File: config.mk
export PLATFORM = sky130hd
export DESIGN_NAME = nibble_serial_adder
export DESIGN_NICKNAME = d
export VERILOG_FILES = /design/src/rtl/nibble_serial_adder_pkg.sv /design/src/rtl/nibble_serial_adder_cla.sv /design/src/rtl/nibble_serial_adder.sv
export SDC_FILE = /design/constraint.sdc
export NUM_CORES = 1
export LEC_CHECK = 0
export ABC_AREA = 1
export CORE_UTILIZATION = 47
export DETAILED_ROUTE_END_ITERATION = 10
export DONT_BUFFER_PORTS = 1
export GPL_ROUTABILITY_DRIVEN = 0
export PLACE_DENSITY_LB_ADDON = 0.3
export SLEW_MARGIN = 20
export SYNTH_ARGS = -nofsm -noshare
export SYNTH_HDL_FRONTEND = slang
export SYNTH_SLANG_ARGS = --single-unit
File: constraint.sdc
create_clock -name clk -period 3.8 [get_ports clk]
set_clock_uncertainty 0.15 [all_clocks]
set_input_delay 0.95 -clock clk [delete_from_list [all_inputs] [get_ports clk]]
set_output_delay 0.95 -clock clk [all_outputs]
set_load 0.01 [all_outputs]
File: src/rtl/nibble_serial_adder_pkg.sv
// Shared types and constants for the digit-serial adder.
package nibble_serial_adder_pkg;

    localparam int unsigned SLICE_W = 4;

    typedef enum logic [1:0] {
        IDLE = 2'd0,
        RUN  = 2'd1,
        DONE = 2'd2
    } state_e;

    // Operand width must be a whole number of slices.
    function automatic bit width_ok(input int unsigned w);
        return (w >= SLICE_W) && ((w % SLICE_W) == 0);
    endfunction

endpackage

File: src/rtl/nibble_serial_adder_cla.sv
// Existing 4-bit carry look-ahead adder slice.
module carry_look_ahead_adder
    import nibble_serial_adder_pkg::*;
(
    input  logic [SLICE_W-1:0] A,
    input  logic [SLICE_W-1:0] B,
    input  logic               Cin,
    output logic [SLICE_W-1:0] S,
    output logic               Cout,
    output logic [SLICE_W:0]   out
);

    logic [SLICE_W-1:0] p;
    logic [SLICE_W-1:0] g;
    logic [SLICE_W:0]   c;

    // Generate/propagate terms and fully expanded look-ahead carries.
    always_comb begin
        p    = A ^ B;
        g    = A & B;
        c[0] = Cin;
        c[1] = g[0] | (p[0] & Cin);
        c[2] = g[1] | (p[1] & g[0]) | (p[1] & p[0] & Cin);
        c[3] = g[2] | (p[2] & g[1]) | (p[2] & p[1] & g[0])
             | (p[2] & p[1] & p[0] & Cin);
        c[4] = g[3] | (p[3] & g[2]) | (p[3] & p[2] & g[1])
             | (p[3] & p[2] & p[1] & g[0]) | (p[3] & p[2] & p[1] & p[0] & Cin);
        S    = p ^ c[SLICE_W-1:0];
        Cout = c[SLICE_W];
        out  = {Cout, S};
    end

endmodule

File: src/rtl/nibble_serial_adder.sv
// Digit-serial WIDTH-bit adder: one 4-bit CLA slice reused over WIDTH/4 cycles.
module nibble_serial_adder
    import nibble_serial_adder_pkg::*;
#(
    parameter int unsigned WIDTH = 16
) (
    input  logic             clk,
    input  logic             rst,
    input  logic             start,
    input  logic [WIDTH-1:0] a,
    input  logic [WIDTH-1:0] b,
    input  logic             cin,
    output logic             busy,
    output logic             done,
    output logic [WIDTH-1:0] sum,
    output logic             cout,
    output logic [WIDTH:0]   out
);

    localparam int unsigned NIB   = WIDTH / SLICE_W;
    localparam int unsigned IDX_W = (NIB > 1) ? $clog2(NIB) : 1;

    if (!width_ok(WIDTH)) begin : g_bad_width
        $error("nibble_serial_adder: WIDTH must be a multiple of 4 and at least 4");
    end

    state_e             state_q, state_d;
    logic [WIDTH-1:0]   a_q, a_d;
    logic [WIDTH-1:0]   b_q, b_d;
    logic               carry_q, carry_d;
    logic [IDX_W-1:0]   idx_q, idx_d;
    logic [WIDTH-1:0]   sum_shift_q, sum_shift_d;
    logic [WIDTH-1:0]   sum_q, sum_d;
    logic               cout_q, cout_d;
    logic               busy_q, busy_d;
    logic               done_q, done_d;

    logic [SLICE_W-1:0] slice_s;
    logic               slice_cout;
    logic [SLICE_W:0]   slice_out_unused;

    carry_look_ahead_adder u_slice (
        .A    (a_q[SLICE_W-1:0]),
        .B    (b_q[SLICE_W-1:0]),
        .Cin  (carry_q),
        .S    (slice_s),
        .Cout (slice_cout),
        .out  (slice_out_unused)
    );

    // Next-state and datapath: accept in IDLE/DONE, consume one nibble per RUN cycle.
    always_comb begin
        state_d     = state_q;
        a_d         = a_q;
        b_d         = b_q;
        carry_d     = carry_q;
        idx_d       = idx_q;
        sum_shift_d = sum_shift_q;
        sum_d       = sum_q;
        cout_d      = cout_q;
        busy_d      = 1'b0;
        done_d      = 1'b0;

        unique case (state_q)
            IDLE, DONE: begin
                if (start) begin
                    state_d = RUN;
                    a_d     = a;
                    b_d     = b;
                    carry_d = cin;
                    idx_d   = '0;
                    busy_d  = 1'b1;
                end else begin
                    state_d = IDLE;
                end
            end
            RUN: begin
                a_d         = a_q >> SLICE_W;
                b_d         = b_q >> SLICE_W;
                carry_d     = slice_cout;
                idx_d       = idx_q + IDX_W'(1);
                sum_shift_d = (sum_shift_q >> SLICE_W)
                            | (WIDTH'(slice_s) << (WIDTH - SLICE_W));
                if (idx_q == IDX_W'(NIB - 1)) begin
                    state_d = DONE;
                    done_d  = 1'b1;
                    sum_d   = sum_shift_d;
                    cout_d  = slice_cout;
                end else begin
                    busy_d  = 1'b1;
                end
            end
            default: begin
                state_d = IDLE;
            end
        endcase
    end

    // State and output registers with synchronous reset.
    always_ff @(posedge clk) begin
        if (rst) begin
            state_q     <= IDLE;
            a_q         <= '0;
            b_q         <= '0;
            carry_q     <= 1'b0;
            idx_q       <= '0;
            sum_shift_q <= '0;
            sum_q       <= '0;
            cout_q      <= 1'b0;
            busy_q      <= 1'b0;
            done_q      <= 1'b0;
        end else begin
            state_q     <= state_d;
            a_q         <= a_d;
            b_q         <= b_d;
            carry_q     <= carry_d;
            idx_q       <= idx_d;
            sum_shift_q <= sum_shift_d;
            sum_q       <= sum_d;
            cout_q      <= cout_d;
            busy_q      <= busy_d;
            done_q      <= done_d;
        end
    end

    assign busy = busy_q;
    assign done = done_q;
    assign sum  = sum_q;
    assign cout = cout_q;
    assign out  = {cout_q, sum_q};

endmodule

==> impl_summary.md, run 1 <==
Outcome
The flow ran to the end, and the final reports show no timing, DRC or antenna violations.

Critical path
In this run the worst path has a maximum fanout of 40. The slack of the worst reg-to-reg path is 1.72 ns. The critical path class is reg2reg. The worst reg2reg path endpoint is a_q[2]. The cell count of the worst reg-to-reg path is 5. The capturing element type of the critical path is a register.

The slowest stage of the critical path is the sky130_fd_sc_hd__nand2_2 cell. The worst reg2reg path startpoint is state_q[1]. In this design, the stage delay of the slowest critical-path cell is 0.56 ns. Traced cell by cell, the critical path runs through inv_1 -> nand2_2 -> inv_2 -> nor3_1 -> nor3_1. The most numerous cell type found on the critical path is sky130_fd_sc_hd__nor3_1.

The kind of start point of the critical path is a register. At the worst endpoint, the arrival time is 2.16 ns. The data required time at the worst endpoint is 3.87 ns.

Synthesis
For this run, asynchronously set or reset flops after synthesis account for 0%. In this run, synthesis produced a sequential element count of 68. The synthesized area is 0.002923 sq mm. The biggest area consumer among synthesized cells is sky130_fd_sc_hd__dfxtp_1. Each instance of the synthesized netlist takes up on average 7.921 sq um.

By area the synthesized netlist is led by sky130_fd_sc_hd__dfxtp_1 47%, sky130_fd_sc_hd__nor3_1 7.9%, sky130_fd_sc_hd__o21ai_0 7.7%, sky130_fd_sc_hd__nor2_1 6.9%, sky130_fd_sc_hd__buf_4 5.7%. The count of distinct cell types in the synthesized netlist is 27. The Yosys warning count is 0.

The cell count after synthesis is 369. Synthesis produced a netlist with a net count of 411. For this run, the register share of the synthesized area comes to 46.58%. Counting flops with a built-in enable in the synthesized netlist gives 0. The share of the synthesized area in the top cell type is 46.58%.

In the synthesized netlist the dominant register cell turns out to be sky130_fd_sc_hd__dfxtp_1.

Worst hold path
The worst hold path begins at a_q[13]. The sink of the worst hold path is a_q[13]. The worst hold path was traced through 2 stages. The classification of the worst-slack hold path is reg2reg.

STA
The number of hold violations in the final report is 0. Across all hold checks on the routed design, the worst slack comes to 0.3046 ns. For the pin with the worst max-slew slack, the measured transition is 0.7725 ns. After routing, the total negative slack on setup checks comes to 0 ns. Setup repair after global routing left no endpoint under its margin. The post-route fraction of the period consumed by the critical path is 54.87%. The final number of setup-violating endpoints is 0. Counting I/O delays and the setup requirement, the final critical path takes 2.085 ns.

Timing would allow up to 479.6 MHz. The relative slew slack is 48.31%. The number of max-slew violations in the final report was 0.

Layout
The area of the multi-input gates is 0.001195 sq mm. The final layout net count is 383. The count of filler cells inserted in the layout is 604.

In the final layout, flip-flops and latches occupy 0.001361 sq mm. The fraction of layout instances using a drive strength above 1 is 6.105%. The leading cell type in the layout, fill and taps excluded is sky130_fd_sc_hd__dfxtp_1. The utilization after layout is 49.01%. The count of antenna diodes in the layout is 0. The post-route standard cell area excluding fillers is 0.002919 sq mm. The library cells used most frequently in the layout, excluding fill and tap cells, are 68 x sky130_fd_sc_hd__dfxtp_1, 54 x sky130_fd_sc_hd__nor2_1, 46 x sky130_fd_sc_hd__nor3_1, 45 x sky130_fd_sc_hd__o21ai_0, 36 x sky130_fd_sc_hd__nand2_1. The layout overhead on the synthesized area is -0.1284%.

Routing
The total vias in the final route is 2231. For this block, the routed nets add up to 5.667 mm of wire. Dividing the detail-routed wire length by the instance count gives 13.53 um.

The number of nets with antenna violations after detailed routing is 0. Dividing the detail-routed via count by the number of cells gives 5.325. The number of remaining DRC errors is 0. The count of routing violations after the opening detailed-route iteration is 100. The pre-antenna-repair detailed-routing pass consisted of 5 iterations.

Clock network
The H-tree depth is 3. Clock-pin slew was measured on the worst setup and hold paths at 0.07 ns. The clock drives 68 sinks. The total of hold buffers inserted after clock tree synthesis is 0. The clock tree root driver cell is sky130_fd_sc_hd__clkbuf_8. In this run, post-CTS repair resized a total of 0 instances. Clock latency on the worst-skew pair, taken at its later pin, is 0.34 ns. The TritonCTS clock tree is done.

The maximum root-to-sink buffer count is 2. Buffers added to address setup during post-CTS repair amount to 0. In this run, CTS created clock tree buffers numbering 9.

Global route
The number of antenna violations at the first check in global routing is 0. The first global-routing pass estimated 9.321 mm of wire. The aggregate global-route resource usage is 19.25%. Entering global routing, the biggest net connects 51 pins. The sum of overflow across all layers after global routing is 0. The via count of the first global-routing pass came to 2036.

Power and ir drop
In this run the static leakage power is 0.001195 uW. The switching power total is 395.7 uW. Dividing total power by cell area gives a power density of 520.0 mW/mm^2.

Sequential cells account for 52.1% of the total power. The cell-internal power is 1122 uW. In this run switching power makes up 26.07% of total power.

The clock network burns 35.7% of the power. In this run, the combinational gates consume 12.2% of the power. VDD sags by at most 290.4 uV.

Placed design
Buffers placed on the I/O ports in this run total 0. Summed over all nets, the half-perimeter wirelength after detailed placement is 3.643 mm. In this run the cell area measured after placement is 0.002748 sq mm.

Die
The area of the die is 0.006538 sq mm. The initial utilization of the core area, before any placement, comes to 49.08%. The die is 80.86 um wide. After floorplanning, the core was sized to cover 0.005956 sq mm. The floorplan step set the die height to 80.86 um.

72 I/O pins were placed. Row generation in the floorplan step produced 28 rows.

Job
Across the run, the number of max-cap violations was 0.
==> kinds of logic after synthesis <==
kind of cell             share of synthesized area, %
AND/OR/NAND/NOR                                 23.89
AO/OA/AOI/OAI                                   13.87
flip-flops                                      46.58
buffers and inverters                           12.54
adder cells (fa/ha/maj)                         2.825
XOR/XNOR                                       0.2997
==> Yosys cell counts (4+ instances only) <==
cell type and number:
sky130_fd_sc_hd__clkbuf_1 5, sky130_fd_sc_hd__buf_2 8, sky130_fd_sc_hd__nor2_1 54, sky130_fd_sc_hd__a21oi_1 18, sky130_fd_sc_hd__nor3_1 46, sky130_fd_sc_hd__inv_1 21
sky130_fd_sc_hd__buf_4 22, sky130_fd_sc_hd__nand2_1 36, sky130_fd_sc_hd__inv_2 4, sky130_fd_sc_hd__o21ai_0 45, sky130_fd_sc_hd__ha_1 5, sky130_fd_sc_hd__dfxtp_1 68
sky130_fd_sc_hd__buf_6 4, sky130_fd_sc_hd__nand3_1 9, sky130_fd_sc_hd__a211oi_1 7
==> how the worst max path moves through the flow <==
stage | cells after the start | start | end | slack [ns]
floorplan | 5 | rst | a_q[2] | 2.00
global placement | 6 | start | carry_q | 1.69
detailed placement | 6 | start | carry_q | 1.62
CTS | 5 | state_q[0] | sum_shift_q[14] | 1.71
global route | 5 | state_q[1] | sum_shift_q[12] | 1.49
finish | 5 | state_q[1] | a_q[2] | 1.72
==> sequential cells by signal (all words and copies together) (netlist names) <==
name and count:
a_q 16, b_q 16, sum 16, sum_shift_q 12
idx_q 2, state_q 2, busy 1, carry_q 1
cout 1, done 1
==> per-stage QoR <==
| stage | power, uW | setup WS (ns) | instances |
|---|---|---|---|
| 6_report | 1518 | 1.715 | 419 |
| 5_1_grt | 1601 | 1.486 | 419 |
| 4_1_cts | 1533 | 1.707 | 419 |
| 3_5_place_dp | 992.9 | 1.621 | 405 |
| 3_3_place_gp | 987.9 | 1.687 | 405 |
| 2_1_floorplan | 969.4 | 1.996 | 369 |
==> layout make-up <==
class / count / share of cell area, %
Clock buffer: 11 / 4.501
Clock inverter: 3 / 1.372
Inverter: 26 / 3.343
Multi-Input combinational cell: 236 / 40.93
Sequential cell: 68 / 46.64
Tap cell: 75 / 3.215
==> power groups by stage <==
stage	combinational (uW)	clock [uW]	sequential (uW)
2_1_floorplan	170	0	799
3_3_place_gp	183	0	805
3_5_place_dp	187	0	806
4_1_cts	187	556	790
5_1_grt	215	590	796
6_report	186	542	790
==> per-layer routing <==
metal  vias to the layer above  global-route usage [%]  wire (um)
met2                        57                   30.17       2658
li1                       1143                       -          -
met4                         0                   7.857         56
met1                      1027                   23.23       2616
met5                         -                       0          0
met3                         4                   7.978        335
==> worst max-delay path: cells and delay by family, from the launching register on <==
kind                   cells  cell delay (ns)
AND/OR/NAND/NOR            3             0.95
flip-flops                 1             0.31
buffers and inverters      2             0.53
No activity file was read; power rests on OpenSTA's default activity.
==> inputs of run 2 (changes only) <==
==> constraint.sdc (replaced) <==
create_clock -name clk -period 1.7 [get_ports clk]
set_clock_uncertainty 0.15 [all_clocks]
set_input_delay 0.425 -clock clk [delete_from_list [all_inputs] [get_ports clk]]
set_output_delay 0.425 -clock clk [all_outputs]
set_load 0.01 [all_outputs]
==> run 2 against run 1 <==
Critical path depth up 1. Non-clock buffer count is 11 higher. Sequential power up 120%. Critical endpoint is now cout.
==> impl_summary.md, run 2 (synthesis results as in run 1) <==
STA
The final number of setup-violating endpoints came to 0 (unchanged). Setup repair after global routing left no endpoint under its margin. The number of hold violations in the final report is 0 (unchanged).

The transition time at the pin with the least slew margin is 0.6729 ns (-0.09967 ns). The number of max-slew violations in the final report was 0 (unchanged). The setup slack of the critical path after layout came to 0.1316 ns (-1.583 ns).

The post-route fraction of the period consumed by the critical path was 92.26% (+37 points). The fmax is 637.6 MHz (+33%). The setup TNS came to 0 ns (unchanged). The relative slew slack is 54.99% (+6.7 points). The clock period minus worst slack is 1.568 ns (-0.5166 ns).

Clock network
The clock tree root driver cell is sky130_fd_sc_hd__clkbuf_8. The H-tree depth came to 3 (unchanged). The insertion delay to the later sink of the worst-skew pair is 0.34 ns (about the same).

The number of buffers created by CTS is 9 (unchanged). The maximum root-to-sink buffer count is 2 (unchanged). The number of sinks on the clock net is 68 (unchanged). The post-CTS setup buffer count is 0 (unchanged).

The clock slew seen by the registers of the worst setup and hold paths came to 0.07 ns (about the same). TritonCTS built the clock tree.

Die
The row count was 28 (unchanged). The area of the die is 0.006538 sq mm (unchanged). The effective utilization at floorplan is 49.08% (unchanged). The number of top-level design ports was 72 (unchanged).

The floorplan die height is 80.86 um (unchanged). The placeable core region was 0.005956 sq mm (unchanged). The overall die width is 80.86 um (unchanged).

Layout
The count of antenna diodes in the layout is 0 (unchanged). The layout overhead on the synthesized area is 3.339%. The fraction of layout instances using a drive strength above 1 is 9.804% (+3.7 points).

The final layout net count is 394 (+2.9%). The leading cell type in the layout, fill and taps excluded is sky130_fd_sc_hd__dfxtp_1. The post-route non-filler standard cell count is 432 (+3.1%). The top cell types in the final layout, fill and taps aside, are 68 x sky130_fd_sc_hd__dfxtp_1, 54 x sky130_fd_sc_hd__nor2_1, 46 x sky130_fd_sc_hd__nor3_1, 45 x sky130_fd_sc_hd__o21ai_0, 36 x sky130_fd_sc_hd__nand2_1.

Placed design
The total half-perimeter wirelength after legalization and detailed placement was 3.879 mm (+6.5%). The pre-CTS setup slack is 0.1359 ns (-1.485 ns). The count of port buffers added during placement is 0 (unchanged).

The count of placed standard cells including taps is 415 (+2.5%).

Critical path
The kind of start point of the critical path is a register. The slack of the worst reg-to-reg path came to 0.13 ns (-1.58 ns). STA classifies the critical path endpoint as a register. The worst setup path is of the reg2reg kind.

The endpoint identified for the worst register-to-register timing path is cout. The maximum net fanout on the critical path was 4 (-90%). The worst reg2reg path startpoint is a_q[1]. The cell count of the worst reg-to-reg path is 6 (+1). The worst endpoint data arrival time came to 1.66 ns (-0.50 ns). The data required time at the worst endpoint is 1.79 ns (-2.08 ns).

Power and ir drop
The worst vdd rail ir drop came to 762.1 uV (+160%). The cell area power density is 1141 mW/mm^2 (+120%). The standby leakage power was 0.001256 uW (+5.2%).

Global route
The aggregate global-route resource usage was 19.49% (+0.24 points). The via count of the first global-routing pass is 2049 (+0.64%). The wire length of the first global-routing pass is 9.453 mm (+1.4%).

The number of antenna violations at the first check in global routing is 0 (unchanged). The sum of overflow across all layers after global routing is 0 (unchanged). The largest net degree at the start of global routing was 30 (-41%).

Routing
The number of search-and-repair iterations in the first detailed-routing pass is 5 (unchanged). The wire length after detailed routing is 5.830 mm (+2.9%). The total vias in the final route is 2228 (-0.13%). The average wire length per cell after detail routing came to 13.50 um (-0.22%). The amount of wire on met2 after detailed routing came to 2.666 mm (+0.30%). The number of nets with antenna violations after detailed routing came to 0 (unchanged). The number of remaining DRC errors is 0 (unchanged). Signal routing reaches up to met4. The total routed wire length on the met1 layer is 2.708 mm (+3.5%).

The count of routing violations after the opening detailed-route iteration was 124 (+24%). The number of vias per cell after detailed routing was 5.157 (-3.1%). The met3 wire length came to 347 um (+3.6%).

Outcome
The run finished with clean final reports.

Worst hold path
The sink of the worst hold path is b_q[13]. The count of cells along the worst hold path is 2 (unchanged). The classification of the worst-slack hold path is in2reg.

The startpoint of the most critical hold path is b[13].

Job
The count of maximum capacitance violations was 0 (unchanged).
-- run 2: cell count changes in the layout (fill, tap and decap cells not counted) --
cell                            previous run  this run
sky130_fd_sc_hd__clkbuf_8                  9        12
sky130_fd_sc_hd__dlygate4sd3_1             0         1
sky130_fd_sc_hd__clkinvlp_4                0         1
sky130_fd_sc_hd__clkinv_2                  2         3
sky130_fd_sc_hd__bufinv_16                 1         0
sky130_fd_sc_hd__clkbuf_1                  2         0
sky130_fd_sc_hd__buf_4                     0        10
-- run 2: area by class of cell --
class,count,area (sq um)
Timing Repair Buffer,11,85.08
Inverter,26,97.59
Clock buffer,12,165.2
Tap cell,75,93.84
Sequential cell,68,1361
Multi-Input combinational cell,236,1195
Fill cell,595,2935
Clock inverter,4,22.52
-- run 2: critical path, stage by stage (launching register included) --
cell	delay (ns)
sky130_fd_sc_hd__dfxtp_1	0.32
sky130_fd_sc_hd__ha_1	0.34
sky130_fd_sc_hd__or2_2	0.31
sky130_fd_sc_hd__nand3b_1	0.09
sky130_fd_sc_hd__nand2_1	0.07
sky130_fd_sc_hd__o21ai_0	0.14
sky130_fd_sc_hd__inv_1	0.05
-- run 2: what timing repair did --
action                                  CTS  global route
endpoints found under the hold margin    15             0
hold buffers                              1             0
resized for setup                         0             0
endpoints found under the setup margin    0             0
-- run 2: worst max-delay path by stage --
stage / startpoint / to / cells after the start / slack (ns)
after floorplan: a_q[1] / cout / 6 / 0.21
after global placement: a_q[1] / cout / 6 / 0.16
after detailed placement: a_q[1] / cout / 6 / 0.14
after CTS: a_q[1] / cout / 6 / 0.14
after global routing: a_q[2] / sum_shift_q[15] / 9 / 0.009
final: a_q[1] / cout / 6 / 0.13
-- run 2: through the flow --
| stage | utilization [%] | instance area [sq um] | power [uW] | hold slack, ns |
|---|---|---|---|---|
| 2_1_floorplan | - | 2923 | 2167 | 0.2790 |
| 3_3_place_gp | 47.39 | 2823 | 2231 | 0.2896 |
| 3_5_place_dp | 47.39 | 2823 | 2244 | 0.2962 |
| 4_1_cts | 50.71 | 3020 | 3483 | 0.05331 |
| 5_1_grt | 50.71 | 3020 | 3623 | 0.05726 |
| 6_report | 50.71 | 3020 | 3446 | 0.07030 |
-- run 2: report_power, final --
group	switching (uW)	internal, uW
logic	284	166
clock network	590	641
registers	59.0	1710
-- run 2: per-layer routing --
layer  vias up  track usage (%)
met1       993            23.00
met5         -                0
met3        14            7.978
met2        51            30.92
li1       1170                -
met4         0            8.571
